--- config.mk ---
export PLATFORM = sky130hd
export DESIGN_NAME = iter_alu
export DESIGN_NICKNAME = d
export VERILOG_FILES = /design/src/rtl/iter_alu.sv
export SDC_FILE = /design/constraint.sdc
export NUM_CORES = 1
export LEC_CHECK = 0
export BUFFER_PORTS_ARGS = -buffer_cell sky130_fd_sc_hd__buf_2
export CORE_MARGIN = 2
export CORE_UTILIZATION = 45
export DETAILED_ROUTE_END_ITERATION = 10
export PLACE_DENSITY_LB_ADDON = 0.3
export SYNTH_ARGS = -nofsm -noshare
export SYNTH_HDL_FRONTEND = slang
export SYNTH_SLANG_ARGS = --single-unit
--- constraint.sdc ---
create_clock -name clk -period 6.52 [get_ports clk]
set_clock_uncertainty 0.05 [all_clocks]
set_input_delay 0.326 -clock clk [delete_from_list [all_inputs] [get_ports clk]]
set_output_delay 0.326 -clock clk [all_outputs]
set_load 0.005 [all_outputs]
--- src/rtl/iter_alu.sv ---
// Iterative ALU: single-cycle logic/compare/bit-count ops plus multi-cycle
// shift-add multiply and restoring divide sharing one 2*XLEN accumulator.
`timescale 1ns/1ps
module iter_alu #(
    parameter int unsigned XLEN = 32
) (
    input  logic            clk,
    input  logic            rst_n,
    input  logic            in_valid,
    output logic            in_ready,
    input  logic [3:0]      op,
    input  logic [XLEN-1:0] a,
    input  logic [XLEN-1:0] b,
    input  logic            flush,
    output logic            out_valid,
    input  logic            out_ready,
    output logic [XLEN-1:0] result,
    output logic            zero
);
    localparam int unsigned CW = $clog2(XLEN) + 1;
    localparam int unsigned AW = 2 * XLEN;

    localparam logic [3:0] OP_ADD   = 4'b0000;
    localparam logic [3:0] OP_SUB   = 4'b0001;
    localparam logic [3:0] OP_AND   = 4'b0010;
    localparam logic [3:0] OP_OR    = 4'b0011;
    localparam logic [3:0] OP_XOR   = 4'b0100;
    localparam logic [3:0] OP_SLT   = 4'b0101;
    localparam logic [3:0] OP_CTZ   = 4'b0110;
    localparam logic [3:0] OP_CLZ   = 4'b0111;
    localparam logic [3:0] OP_CPOP  = 4'b1000;
    localparam logic [3:0] OP_SLTU  = 4'b1001;
    localparam logic [3:0] OP_MUL   = 4'b1010;
    localparam logic [3:0] OP_MULHU = 4'b1011;
    localparam logic [3:0] OP_DIVU  = 4'b1100;
    localparam logic [3:0] OP_REMU  = 4'b1101;

    typedef enum logic [1:0] {IDLE, BUSY, DONE} state_t;

    state_t          state;
    logic [CW-1:0]   cnt;
    logic [AW-1:0]   acc;
    logic [XLEN-1:0] a_q;
    logic [XLEN-1:0] b_q;
    logic            is_div_q;
    logic            hi_q;

    logic [XLEN-1:0] alu_res_c;
    logic            alu_zero_c;
    logic [CW-1:0]   ctz_c;
    logic [CW-1:0]   clz_c;
    logic [CW-1:0]   cpop_c;
    logic            is_iter_c;

    logic [XLEN:0]   mul_sum_c;
    logic [AW-1:0]   mul_next_c;
    logic [XLEN:0]   div_hi_c;
    logic [XLEN:0]   div_diff_c;
    logic [AW-1:0]   div_next_c;
    logic [AW-1:0]   iter_next_c;
    logic [XLEN-1:0] final_res_c;

    // Single-cycle datapath, evaluated on the live request inputs
    always_comb begin
        alu_res_c  = '0;
        alu_zero_c = 1'b0;
        ctz_c      = CW'(XLEN);
        clz_c      = CW'(XLEN);
        cpop_c     = '0;
        for (int i = XLEN - 1; i >= 0; i--) begin
            if (a[i]) ctz_c = CW'(i);
        end
        for (int i = 0; i < XLEN; i++) begin
            if (a[i]) clz_c = CW'(XLEN - 1 - i);
            cpop_c = cpop_c + CW'(a[i]);
        end
        case (op)
            OP_ADD:  alu_res_c = a + b;
            OP_SUB: begin
                alu_res_c  = a - b;
                alu_zero_c = (a == b);
            end
            OP_AND:  alu_res_c = a & b;
            OP_OR:   alu_res_c = a | b;
            OP_XOR:  alu_res_c = a ^ b;
            OP_SLT: begin
                alu_zero_c = ($signed(a) < $signed(b));
                alu_res_c  = XLEN'(alu_zero_c);
            end
            OP_SLTU: begin
                alu_zero_c = (a < b);
                alu_res_c  = XLEN'(alu_zero_c);
            end
            OP_CTZ:  alu_res_c = XLEN'(ctz_c);
            OP_CLZ:  alu_res_c = XLEN'(clz_c);
            OP_CPOP: alu_res_c = XLEN'(cpop_c);
            OP_DIVU: alu_res_c = '1;
            OP_REMU: alu_res_c = a;
            default: alu_res_c = '0;
        endcase
    end

    assign is_iter_c = (op == OP_MUL) || (op == OP_MULHU) ||
                       (((op == OP_DIVU) || (op == OP_REMU)) && (b != '0));

    // One iteration step: multiplier/dividend enters in the low half
    always_comb begin
        mul_sum_c   = {1'b0, acc[AW-1:XLEN]} + (acc[0] ? {1'b0, a_q} : '0);
        mul_next_c  = {mul_sum_c, acc[XLEN-1:1]};
        div_hi_c    = acc[AW-1:XLEN-1];
        div_diff_c  = div_hi_c - {1'b0, b_q};
        div_next_c  = div_diff_c[XLEN] ? {div_hi_c[XLEN-1:0], acc[XLEN-2:0], 1'b0}
                                       : {div_diff_c[XLEN-1:0], acc[XLEN-2:0], 1'b1};
        iter_next_c = is_div_q ? div_next_c : mul_next_c;
        final_res_c = hi_q ? iter_next_c[AW-1:XLEN] : iter_next_c[XLEN-1:0];
    end

    always_ff @(posedge clk or negedge rst_n) begin
        if (!rst_n) begin
            state     <= IDLE;
            in_ready  <= 1'b1;
            out_valid <= 1'b0;
            result    <= '0;
            zero      <= 1'b0;
            cnt       <= '0;
            acc       <= '0;
            a_q       <= '0;
            b_q       <= '0;
            is_div_q  <= 1'b0;
            hi_q      <= 1'b0;
        end else if (flush) begin
            state     <= IDLE;
            in_ready  <= 1'b1;
            out_valid <= 1'b0;
        end else begin
            case (state)
                IDLE: begin
                    if (in_valid) begin
                        a_q      <= a;
                        b_q      <= b;
                        // op[2] separates DIVU/REMU from MUL/MULHU, op[0] picks the high half
                        is_div_q <= op[2];
                        hi_q     <= op[0];
                        in_ready <= 1'b0;
                        if (is_iter_c) begin
                            state <= BUSY;
                            cnt   <= CW'(XLEN);
                            acc   <= op[2] ? {{XLEN{1'b0}}, a} : {{XLEN{1'b0}}, b};
                        end else begin
                            state     <= DONE;
                            out_valid <= 1'b1;
                            result    <= alu_res_c;
                            zero      <= alu_zero_c;
                        end
                    end
                end
                BUSY: begin
                    acc <= iter_next_c;
                    cnt <= cnt - CW'(1);
                    if (cnt == CW'(1)) begin
                        state     <= DONE;
                        out_valid <= 1'b1;
                        result    <= final_res_c;
                        zero      <= 1'b0;
                    end
                end
                DONE: begin
                    if (out_ready) begin
                        state     <= IDLE;
                        out_valid <= 1'b0;
                        in_ready  <= 1'b1;
                    end
                end
                default: begin
                    state     <= IDLE;
                    in_ready  <= 1'b1;
                    out_valid <= 1'b0;
                end
            endcase
        end
    end
endmodule

==> metrics.md, run 1 <==
| Metric | Value |
|---|---|
| GRT Overall Usage | 0.356 |
| Status | finished, final reports clean |
| Leakage | 0.00912 µW |
| Die Span Y | 210 µm |
| Register area | 4330 µm² |
| WP data required | 6790 ps |
| Initial Util | 0.455 |
| Yosys top cell by area | dfrtp_1 |
| Slew @ Worst Pin | 1180 ps |
| Synth unique cells | 83 |
| Fillers | 4,153 |
| Period utilisation layout | 0.898 |
| Vias in the first global route | 18,690 |
| CP peak stage delay | 540 ps |
| Async SR Flop Fraction | 1.00 |
| Yosys reg bits | 173 |
| Core area | 41,900 µm² |
| Die ar. | 44,000 µm² |
| Max Freq | 171 MHz |
| Sinks on the clock net | 173 |
| Overflow after GRT | 0 |
| Setup TNS | 0 ps |
| CTS buffer count | 17 |
| Drt initial violations | 2,374 |
| Level count of the clock H-tree | 4 |
| Endpoints failing setup | 0 |
| Final Hold Fails | 0 |
| Synth-to-Final Area Change | 8.07% |
| Avg Vias per Cell | 6.68 |
| Largest net degree at the start of global routing | 105 |
| Worst hold margin | 40.0 ps |
| Row cnt | 75 |
| Nature of the critical path endpoint | register |
| WP data arrival | 6120 ps |
| IO buf count | 107 |
| Slowest cell on the critical path | fa_1 |
| Main synth FF type | dfrtp_1 |
| Max Slew Vio Count | 0 |
| Synth top area cells | dfrtp_1 23%, ha_1 11%, a21oi_1 6.0%, o21ai_0 5.5%, nand2_1 5.0% |
| RePlAce Congestion | 1.03 |
| Post-place instance area | 20,000 µm² |
| Post-synth EDFFs | 0 |
| CTS tree | built |
| Post-route DRC | 0 |
| Top-count cell post-synth | nand2_1 |
| Multi-input combinational cell area | 13,500 µm² |
| Setup repair bufs after CTS | 0 |
| Worst vdd ir | 0.000239 V |
| Layout cells sized above 1 | 0.114 |
| Hold Crit Class | input pin to register |
| Design area | 20,600 µm² |
| Clock Tree Root | clkbuf_16 |
| Kind of critical path | input pin to register |
| CP Max Fanout | 11 |
| Initial antenna violation count | 3 |
| Antenna viol nets, final | 0 |
| Routed wire length | 79,400 µm |
| CP Launch Type | input pin |
| Pwr dens | 409 nW/µm² |
| Proportion of synthesized chip area in sequential cells | 0.228 |
| Final Net Count | 2,723 |
| Max_cap viols | 0 |
| Inst Count DP | 2,970 |
| DR vias | 20,081 |
| Detailed placer's ending HPWL | 60,600 µm |
| Synthesized area per cell | 7.81 µm² |
| Buf/Inv on CP | 5 |
| RSZ-0062 raised after global routing | no |
| Mapped cell area | 19,000 µm² |
| Wire per inst | 26.4 µm |
| Fin util | 0.491 |
| # IOs | 108 |
| Cell count after synthesis | 2,437 |
| Period minus WS final | 5860 ps |
| Crit-path leading delay family | adder cells |
| First-pass GRT wire length | 119,000 µm |
| Final Non-Filler Cells | 3,005 |
| Slew headroom | 0.206 |
| Clock Path Buffers | 2 |
| Router iterations before antenna repair | 6 |
| Top-area cell type share of the netlist area | 0.226 |
| Clock Pin Slew Worst Setup and Hold Paths | 70 ps |
| Clock latency on the worst-skew pair | 470 ps |
| Commonest cells post-synth | 251 x nand2_1, 229 x a21oi_1, 209 x o21ai_0, 172 x dfrtp_1, 172 x nor2_1 |
| Syn_nets | 2,709 |
| Die width | 210 µm |
| Crit-path cells | buf_2 -> inv_1 -> fa_1 -> fa_1 -> inv_1 -> fa_1 -> inv_1 -> fa_1 -> fa_1 -> fa_1 -> inv_1 -> ha_1 -> fa_1 -> xor2_1 -> a221oi_1 -> o21ai_0 -> a311oi_1 -> o21ai_0 -> a222oi_1 -> o31a_1 -> o21ai_0 |
| Most numerous cell on the critical path | fa_1 |
| Synth Warn # | 0 |
-- worst paths after layout --
| kind | start | endpoint | slack [ps] | cells after the start |
|---|---|---|---|---|
| min in group asynchronous | rst_n | a_q[9] | 440 | 2 |
| worst max register to register | acc[0] | result[19] | 1710 | 13 |
| worst min register to register | zero | zero | 440 | 2 |
| worst max-delay path | a[23] | result[2] | 660 | 21 |
| worst min-delay path | out_ready | state[1] | 40 | 2 |
| max in group asynchronous | rst_n | b_q[26] | 4730 | 3 |
-- worst register-to-register path: stages (launching register included) --
cell and delay [ps]:
dfrtp_1 770, and2_1 330, ha_1 230, fa_1 460, a211oi_1 270, o21ai_0 160
a31o_2 290, o21a_1 270, a311o_1 390, mux2i_1 160, o41ai_1 90, nor4_1 720
a21oi_1 220, o31a_1 280
-- cells in the final DEF, fill, tap and decap left out, drive strengths merged, types with 47 or more instances in the layout --
master / instances
o21ai: 213
dfrtp: 172
ha: 171
mux2: 65
nor3: 48
nand2: 251
nor2: 172
mux2i: 47
buf: 147
inv: 171
a21oi: 231
-- stage by stage --
step,power [µW],worst slack (ps)
final,8410,665
after global routing,8960,584
after CTS,8270,804
after detailed placement,7210,330
after global placement,7100,476
after floorplan,5640,892
-- kinds of logic after synthesis --
family,Yosys count,share of synthesized area
AO/OA/AOI/OAI,867,0.298
AND/OR/NAND/NOR,690,0.168
adder cells (fa/ha/maj),199,0.142
XOR/XNOR,76,0.0360
multiplexers,112,0.0632
flip-flops,173,0.228
buffers and inverters,320,0.0647
-- power breakdown --
part | switching, µW | internal, µW | total (µW)
clock network | 495 | 549 | 1040
logic | 3170 | 2150 | 5320
registers | 550 | 1500 | 2050
-- flip-flops by register name, indices dropped and copies added, names as in the netlist --
signal,count
hi_q,1
state,2
zero,1
cnt,6
in_ready,1
is_div_q,1
out_valid,1
result,32
b_q,32
a_q,32
acc,64
-- routing by layer --
layer / track usage / part of all wire / vias to the layer above / wire length, µm
met2: 0.524 / 0.42 / 1260 / 33100
li1: - / - / 8938 / -
met3: 0.0651 / 0.11 / 215 / 9090
met5: 0 / 0.00013 / - / 10
met4: 0.142 / 0.045 / 2 / 3540
met1: 0.515 / 0.42 / 9666 / 33600
-- cell type report --
type,count,area share
multi-input cells,1944,0.657
flip-flops and latches,173,0.211
repair buffers,148,0.0414
well taps,539,0.0328
inverters,167,0.0305
clock buffers,20,0.0222
clock inverters,12,0.00529
diodes,2,0.000243
-- what timing repair did --
action / in CTS / in global routing
hold buffers: 1 / 0
gates resized for setup: 0 / 0
hold endpoints to repair: 32 / 0
endpoints found under the setup margin: 0 / 0
(Power assumes the default switching activity.)
==> run 2: changes to the inputs <==
--- a/config.mk
+++ b/config.mk
@@ -6,8 +6,11 @@
 export NUM_CORES = 1
 export LEC_CHECK = 0
 export BUFFER_PORTS_ARGS = -buffer_cell sky130_fd_sc_hd__buf_2
+export CAP_MARGIN = 20
+export CELL_PAD_IN_SITES_DETAIL_PLACEMENT = 1
+export CELL_PAD_IN_SITES_GLOBAL_PLACEMENT = 2
 export CORE_MARGIN = 2
-export CORE_UTILIZATION = 45
+export CORE_UTILIZATION = 41
 export DETAILED_ROUTE_END_ITERATION = 10
 export PLACE_DENSITY_LB_ADDON = 0.3
 export SYNTH_ARGS = -nofsm -noshare
==> run 2 against run 1 <==
Net effect: combinational power rose by 3%; die area rose by 9.6%; design area rose by 0.91%; sequential share of layout area fell by 0.19 points; via count fell by 0.35%; flip-flop and latch count did not move; hold slack improved by 34 ps; core utilization fell by 3.6 points.
==> metrics.md, run 2 (synthesized netlist as in run 1, its figures left out) <==
| Metric | Value |
|---|---|
| Status | finished, final reports clean |
| Final total power | 8710 µW (+3.6%) |
| Final Hold Fails | 0 (unchanged) |
| Sinks on the clock net | 173 (unchanged) |
| Fillers | 5,613 (+35%) |
| Fin util | 0.455 (-0.0361) |
| Max Slew Vio Count | 0 (unchanged) |
| CP Launch Type | input pin |
| Slew headroom | 0.203 (-0.00293) |
| Clock Path Buffers | 2 (unchanged) |
| GRT Overall Usage | 0.360 (+0.00378) |
| Vias in the first global route | 20,254 (+8.4%) |
| Initial antenna violation count | 3 (unchanged) |
| Multi-input combinational cell area | 13,500 µm² (about the same) |
| Final WS setup | 906 ps (+241 ps) |
| WP data arrival | 5870 ps (-250 ps) |
| Overflow after GRT | 0 (unchanged) |
| Largest Register | acc |
| CP peak stage delay | 590 ps (+50 ps) |
| Post-Place Worst Slack | 505 ps (+175 ps) |
| Switching share of power | 0.505 (+0.00318) |
| Kind of critical path | input pin to register |
| Drt initial violations | 1,784 (-25%) |
| DR vias | 20,010 (-0.35%) |
| Final Net Count | 2,724 (+0.037%) |
| Commonest non-fill, non-tap cell in the layout | nand2_1 |
| IO buf count | 107 (unchanged) |
| Leakage | 0.00916 µW (+0.38%) |
| Comb power frac | 0.631 (about the same) |
| Period minus WS final | 5610 ps (-241 ps) |
| Core area | 45,600 µm² (+8.9%) |
| Clock Pin Slew Worst Setup and Hold Paths | 70 ps (about the same) |
| Post-route DRC | 0 (unchanged) |
| Most frequent cells in the layout | 251 x nand2_1, 229 x a21oi_1, 209 x o21ai_0 |
| Slew @ Worst Pin | 1180 ps (+4.36 ps) |
| Worst vdd ir | 0.000198 V (-17%) |
| Setup TNS | 0 ps (unchanged) |
| First-pass GRT wire length | 130,000 µm (+9.6%) |
| Hold Crit Class | input pin to register |
| Clock Tree Root | clkbuf_16 |
| Die width | 219 µm (+4.7%) |
| RSZ-0062 raised after global routing | no |
| Clock latency on the worst-skew pair | 460 ps (about the same) |
| Avg Vias per Cell | 6.53 (-2.3%) |
| Max reg flops | 64 (unchanged) |
| WP data required | 6770 ps (-20 ps) |
| P_sw | 4390 µW (+4.2%) |
| Initial Util | 0.418 (-0.0371) |
| Wire per inst | 28.2 µm (+6.8%) |
| CTS buffer count | 17 (unchanged) |
| Slowest cell on the critical path | fa_1 |
| Endpoints failing setup | 0 (unchanged) |
| Antenna viol nets, final | 0 (unchanged) |
| Most numerous cell on the critical path | fa_1 |
| CTS tree | built |
| Crit-path cells | buf_2 -> inv_1 -> fa_1 -> fa_1 -> inv_1 -> fa_1 -> inv_1 -> fa_1 -> fa_1 -> fa_1 -> inv_1 -> ha_1 -> fa_1 -> xor2_1 -> a221oi_1 -> o21ai_0 -> a311oi_1 -> o21ai_0 -> a222oi_1 -> o31a_1 -> o21ai_0 |
| Nature of the critical path endpoint | register |
| Layout cells sized above 1 | 0.115 (+0.00117) |
| Buf/Inv on CP | 5 (unchanged) |
| RePlAce Congestion | 1.00 (-2.9%) |
| Routed wire length | 86,500 µm (+9.0%) |
| Crit-path leading delay family | adder cells |
| Post-place instance area | 20,100 µm² (+0.44%) |
| Cell Int Power | 4310 µW (+2.9%) |
| Register area | 4330 µm² (unchanged) |
| Die Span Y | 219 µm (+4.7%) |
| Synth-to-Final Area Change | 9.05% |
| Die ar. | 48,200 µm² (+9.6%) |
| Max_cap viols | 0 (unchanged) |
| # IOs | 108 (unchanged) |
| Design area | 20,800 µm² (+0.91%) |
| Ant diodes | 0 (-2) |
| Router iterations before antenna repair | 5 (-1) |
| Row cnt | 78 (+4.0%) |
| Level count of the clock H-tree | 4 (unchanged) |
| Clock power share | 0.133 (+0.009) |
| CP Max Fanout | 3 (-8) |
| Period utilisation layout | 0.861 (-0.0369) |
| Detailed placer's ending HPWL | 66,100 µm (+9.1%) |
| Pwr dens | 420 nW/µm² (+2.6%) |
| Max Freq | 178 MHz (+4.3%) |
| Largest net degree at the start of global routing | 105 (unchanged) |
| Sequential Power Share | 0.236 (-0.007) |
==> run 2: cell types whose count changed in the layout (fill, tap and decap cells not counted), moves of 2 or more <==
| cell | change |
|---|---|
| clkinv_2 | -4 |
| clkinvlp_4 | +2 |
| diode_2 | -2 |
| bufinv_16 | +3 |
| inv_6 | -2 |
| nor2_2 | +2 |
| nor2_1 | -2 |
==> run 2: routing by layer <==
metal | wire [µm] | share of wire | track usage
met2 | 38300 | 0.44 | 0.561
met4 | 3040 | 0.035 | 0.127
met1 | 38800 | 0.45 | 0.512
met3 | 6320 | 0.073 | 0.0441
met5 | 25 | 0.00029 | 0
==> run 2: power groups by stage <==
stage / sequential, µW / clock, µW / combinational, µW
after floorplan: 1750 / 0 / 3890
after global placement: 2030 / 0 / 5190
after detailed placement: 2050 / 0 / 5340
after CTS: 2030 / 1170 / 5400
after global routing: 2100 / 1210 / 6000
final: 2050 / 1160 / 5490
==> run 2: area by class of cell <==
cell class                 count  share of cell area
multi-input combinational   1944               0.651
sequential                   173               0.209
tap                          600              0.0362
clock inverter                12             0.00892
timing repair buffer         149              0.0425
inverter                     167              0.0302
clock buffer                  20              0.0220
==> run 2: repair_timing <==
item                      CTS  global route
hold buffers                1             0
gates resized for setup     0             0
buffers inserted            0             0
hold endpoints to repair   67             0
==> run 2: final timing paths <==
| kind | start | slack (ps) | to | depth (start not counted) |
|---|---|---|---|---|
| max | a[23] | 910 | result[2] | 21 |
| min | out_ready | 70 | state[1] | 2 |
| max reg2reg | acc[31] | 1580 | result[7] | 15 |
| min reg2reg | zero | 450 | zero | 2 |
| max in group asynchronous | rst_n | 4660 | is_div_q | 3 |
| min in group asynchronous | rst_n | 360 | a_q[3] | 2 |
==> run 2: through the flow <==
step	cells	hold slack, ps
after floorplan	2437	-19.6
after global placement	3031	335
after detailed placement	3031	338
after CTS	3064	60.9
after global routing	3065	83.2
final	3065	74.5
==> run 2: worst reg2reg max path, cell delays in order (launching register included) <==
cell and delay (ps):
dfrtp_1 390, inv_1 190, ha_1 260, inv_1 80, fa_1 440, a211oi_1 390, o21bai_1 220, and3_1 240
o21ai_2 230, a21oi_2 200, a21oi_4 380, xnor2_4 230, buf_4 410, mux2_2 390, o21ai_0 460, o21ai_0 220
==> run 3: changes to the inputs <==
--- a/config.mk
+++ b/config.mk
@@ -5,12 +5,14 @@
 export SDC_FILE = /design/constraint.sdc
 export NUM_CORES = 1
 export LEC_CHECK = 0
+export ABC_AREA = 1
 export BUFFER_PORTS_ARGS = -buffer_cell sky130_fd_sc_hd__buf_2
 export CAP_MARGIN = 20
 export CELL_PAD_IN_SITES_DETAIL_PLACEMENT = 1
 export CELL_PAD_IN_SITES_GLOBAL_PLACEMENT = 2
 export CORE_MARGIN = 2
-export CORE_UTILIZATION = 41
+export CORE_UTILIZATION = 38
+export CTS_CLUSTER_DIAMETER = 80
 export DETAILED_ROUTE_END_ITERATION = 10
 export PLACE_DENSITY_LB_ADDON = 0.3
 export SYNTH_ARGS = -nofsm -noshare
==> run 3 against run 2 <==
Net effect: cell count is 11% higher; wire length fell by 5.9%; first-iteration DRC count is 11% lower; area after synthesis decreased by 4.1%; largest cell class unchanged; clock power is 14% lower; die area grew 3.4%; via count is 0.57% lower; hold slack better by 78 ps.
==> metrics.md, run 3 <==
| Metric | Value |
|---|---|
| Status | finished, final reports clean |
| Mapped cell area | 18,200 µm² (-4.1%) |
| P_sw | 5020 µW (+14%) |
| Slew @ Worst Pin | 1010 ps (-172 ps) |
| Endpoints failing setup | 0 (unchanged) |
| Final Hold Fails | 0 (unchanged) |
| DR vias | 19,895 (-0.57%) |
| Antenna viol nets, final | 0 (unchanged) |
| Slowest cell on the critical path | fa_1 |
| Largest family of logic cells by synthesized area | compound AO/OA/AOI/OAI gates |
| Most frequent cells in the layout | 573 x nand2_1, 368 x inv_1, 302 x a21oi_1 |
| Routed wire length | 81,400 µm (-5.9%) |
| Cell count after synthesis | 2,750 (+13%) |
| # IOs | 108 (unchanged) |
| Inst Count DP | 3,372 (+11%) |
| Sequential Power Share | 0.234 (-0.002) |
| Synth Warn # | 0 (unchanged) |
| CTS buffer count | 17 (unchanged) |
| Final Non-Filler Cells | 3,407 (+11%) |
| Commonest cells post-synth | 573 x nand2_1, 369 x inv_1, 302 x a21oi_1, 284 x o21ai_0, 212 x nor2_1 |
| Initial antenna violation count | 1 (-2) |
| Die Span Y | 223 µm (+1.7%) |
| Main synth FF type | dfrtp_1 |
| Die width | 223 µm (+1.7%) |
| Synth unique cells | 54 (-35%) |
| Initial Util | 0.384 (-0.0338) |
| Synth-to-Final Area Change | 8.85% |
| Level count of the clock H-tree | 4 (unchanged) |
| Overflow after GRT | 0 (unchanged) |
| Largest net degree at the start of global routing | 114 (+8.6%) |
| CP Launch Type | input pin |
| Commonest non-fill, non-tap cell in the layout | nand2_1 |
| CTS tree | built |
| Top-area cell type share of the netlist area | 0.236 (+0.00976) |
| Setup TNS | 0 ps (unchanged) |
| Register area | 4330 µm² (about the same) |
| Syn_nets | 3,022 (+12%) |
| Post-CTS Resized | 0 (unchanged) |
| Clock Path Buffers | 2 (unchanged) |
| Post-synthesis mux area share | 0 (-0.0632) |
| Fraction of the mapped netlist area in simple logic gates | 0.213 (+0.0442) |
| First-pass GRT wire length | 123,000 µm (-5.6%) |
| Clock power share | 0.109 (-0.024) |
| Period utilisation layout | 0.818 (-0.0427) |
| Design area | 19,900 µm² (-4.3%) |
| Worst vdd ir | 0.000226 V (+15%) |
| Largest Register | acc |
| Row cnt | 80 (+2.6%) |
| Worst hold margin | 153 ps (+78.1 ps) |
| Wire per inst | 23.9 µm (-15%) |
| Final Net Count | 3,050 (+12%) |
| WP data arrival | 5600 ps (-270 ps) |
| Slew headroom | 0.325 (+0.122) |
| Cell Int Power | 4140 µW (-4.1%) |
| Post-route DRC | 0 (unchanged) |
| Proportion of synthesized chip area in sequential cells | 0.237 (+0.00982) |
| RSZ-0062 raised after global routing | no |
| Leakage | 0.00990 µW (+8.1%) |
| Drt initial violations | 1,587 (-11%) |
| Yosys reg bits | 173 (unchanged) |
| Post-synth EDFFs | 0 (unchanged) |
| Post-synthesis adder-cell area fraction | 0.148 (+0.00612) |
| Compound-Gate Fraction of Synth Area | 0.275 (-0.0235) |
| Sinks on the clock net | 173 (unchanged) |
| Detailed placer's ending HPWL | 64,200 µm (-2.9%) |
| Buf/Inv on CP | 7 (+2) |
| CP peak stage delay | 590 ps (about the same) |
| Top-count cell post-synth | nand2_1 |
| WP data required | 6790 ps (+20 ps) |
| GRT Overall Usage | 0.324 (-0.0364) |
| CP Max Fanout | 6 (+3) |
| Comb power frac | 0.657 (+0.026) |
| Crit-path leading delay family | adder cells |
| Yosys top cell by area | dfrtp_1 |
| Die ar. | 49,800 µm² (+3.4%) |
| IO buf count | 107 (unchanged) |
| Avg Vias per Cell | 5.84 (-11%) |
| Hold Crit Class | input pin to register |
| Layout cells sized above 1 | 0.0796 (-0.0356) |
| Max_cap viols | 0 (unchanged) |
| Router iterations before antenna repair | 5 (unchanged) |
| Multi-input combinational cell area | 12,000 µm² (-11%) |
| Switching share of power | 0.548 (+0.0438) |
| Clock Tree Root | clkbuf_16 |
| Synth top area cells | dfrtp_1 24%, nand2_1 12%, ha_1 12%, a21oi_1 8.3%, o21ai_0 7.8% |
| Pwr dens | 461 nW/µm² (+9.9%) |
| Final total power | 9160 µW (+5.2%) |
| XOR/XNOR Fraction of Synth Area | 0.0216 (-0.0144) |
| Post-place instance area | 19,300 µm² (-4.0%) |
| Clock Pin Slew Worst Setup and Hold Paths | 80 ps (about the same) |
| Synthesized area per cell | 6.63 µm² (-15%) |
| Max Slew Vio Count | 0 (unchanged) |
| Period minus WS final | 5340 ps (-278 ps) |
| Nature of the critical path endpoint | register |
| Clock latency on the worst-skew pair | 460 ps (about the same) |
| Crit-path cells | buf_2 -> inv_1 -> fa_1 -> fa_1 -> inv_1 -> fa_1 -> inv_1 -> fa_1 -> inv_1 -> fa_1 -> fa_1 -> ha_1 -> a21oi_1 -> inv_1 -> a31oi_1 -> inv_1 -> a21oi_1 -> nor2_1 -> nor4_1 -> o221ai_1 -> a21oi_1 -> a21oi_1 |
| Fillers | 6,212 (+11%) |
| Vias in the first global route | 20,190 (-0.32%) |
| Async SR Flop Fraction | 1.00 (unchanged) |
| Kind of critical path | input pin to register |
| Max reg flops | 64 (unchanged) |
| Max Freq | 187 MHz (+5.2%) |
| Core area | 47,500 µm² (+4.3%) |
| RePlAce Congestion | 0.961 (-3.9%) |
run 3: cell families (layout without fill, tap and decap cells):
logic type,after synthesis,after routing
compound gates,872,872
xor+xnor,45,45
fa+ha+maj,199,199
buf+inv,505,545
flops,173,173
other cells,0,2
simple gates,956,956
run 3: path summary, 6_finish.rpt:
path	start	endpoint	slack, ps	cells after the start
max reg2reg	acc[0]	result[31]	2150	20
min	flush	state[1]	150	4
max in group asynchronous	rst_n	acc[24]	4610	3
max	a[23]	result[5]	1180	22
min reg2reg	result[28]	result[28]	430	2
min in group asynchronous	rst_n	result[7]	380	2
run 3: through the flow:
stage	util	worst slack (ps)
floorplan	-	1560
detailed placement	0.405	875
CTS	0.417	1350
global route	0.418	1010
global placement	0.405	1000
finish	0.418	1180
run 3: timing repair:
item                                   4_1_cts  5_1_grt
buffers inserted                             0        0
endpoints found under the hold margin       53        0
hold buffers                                 1        0
run 3: power by group through the flow:
stage                     Sequential [µW]  Combinational [µW]  Clock (µW)
after detailed placement             2140                5910           0
after CTS                            2130                5970        1010
final                                2140                6020         999
after global placement               2120                5750           0
after floorplan                      1870                4270           0
after global routing                 2200                6790        1050
run 3: worst reg2reg max path, stage by stage (launching register included):
cell       delay (ps)
dfrtp_1           630
nand2_1           150
inv_1              50
ha_1              210
fa_1              460
nand3_1           130
nand2_1            90
nand2_1            80
o211ai_1          150
a21boi_1          270
o21ai_1           150
a21boi_2          250
o21ai_1           130
a21boi_1          310
o21bai_1          190
a21oi_1           330
o2111ai_1         170
nand2_1           190
nand2_1            80
nand3_1           120
a21oi_1            80
run 3: area by class of cell:
| cell class | count | area share |
|---|---|---|
| repair buffers | 132 | 0.0379 |
| well taps | 615 | 0.0387 |
| flip-flops and latches | 173 | 0.218 |
| clock inverters | 13 | 0.00548 |
| inverters | 382 | 0.0722 |
| diodes | 2 | 0.000252 |
| multi-input cells | 2072 | 0.605 |
| clock buffers | 18 | 0.0221 |
run 3: metal layers:
metal	share of wire	wire (µm)	global-route usage	up-vias
met4	0.030	2480	0.103	0
met2	0.44	35600	0.501	647
met1	0.47	38100	0.467	9860
met5	0	0	0	-
met3	0.064	5240	0.0416	122
li1	-	-	-	9266
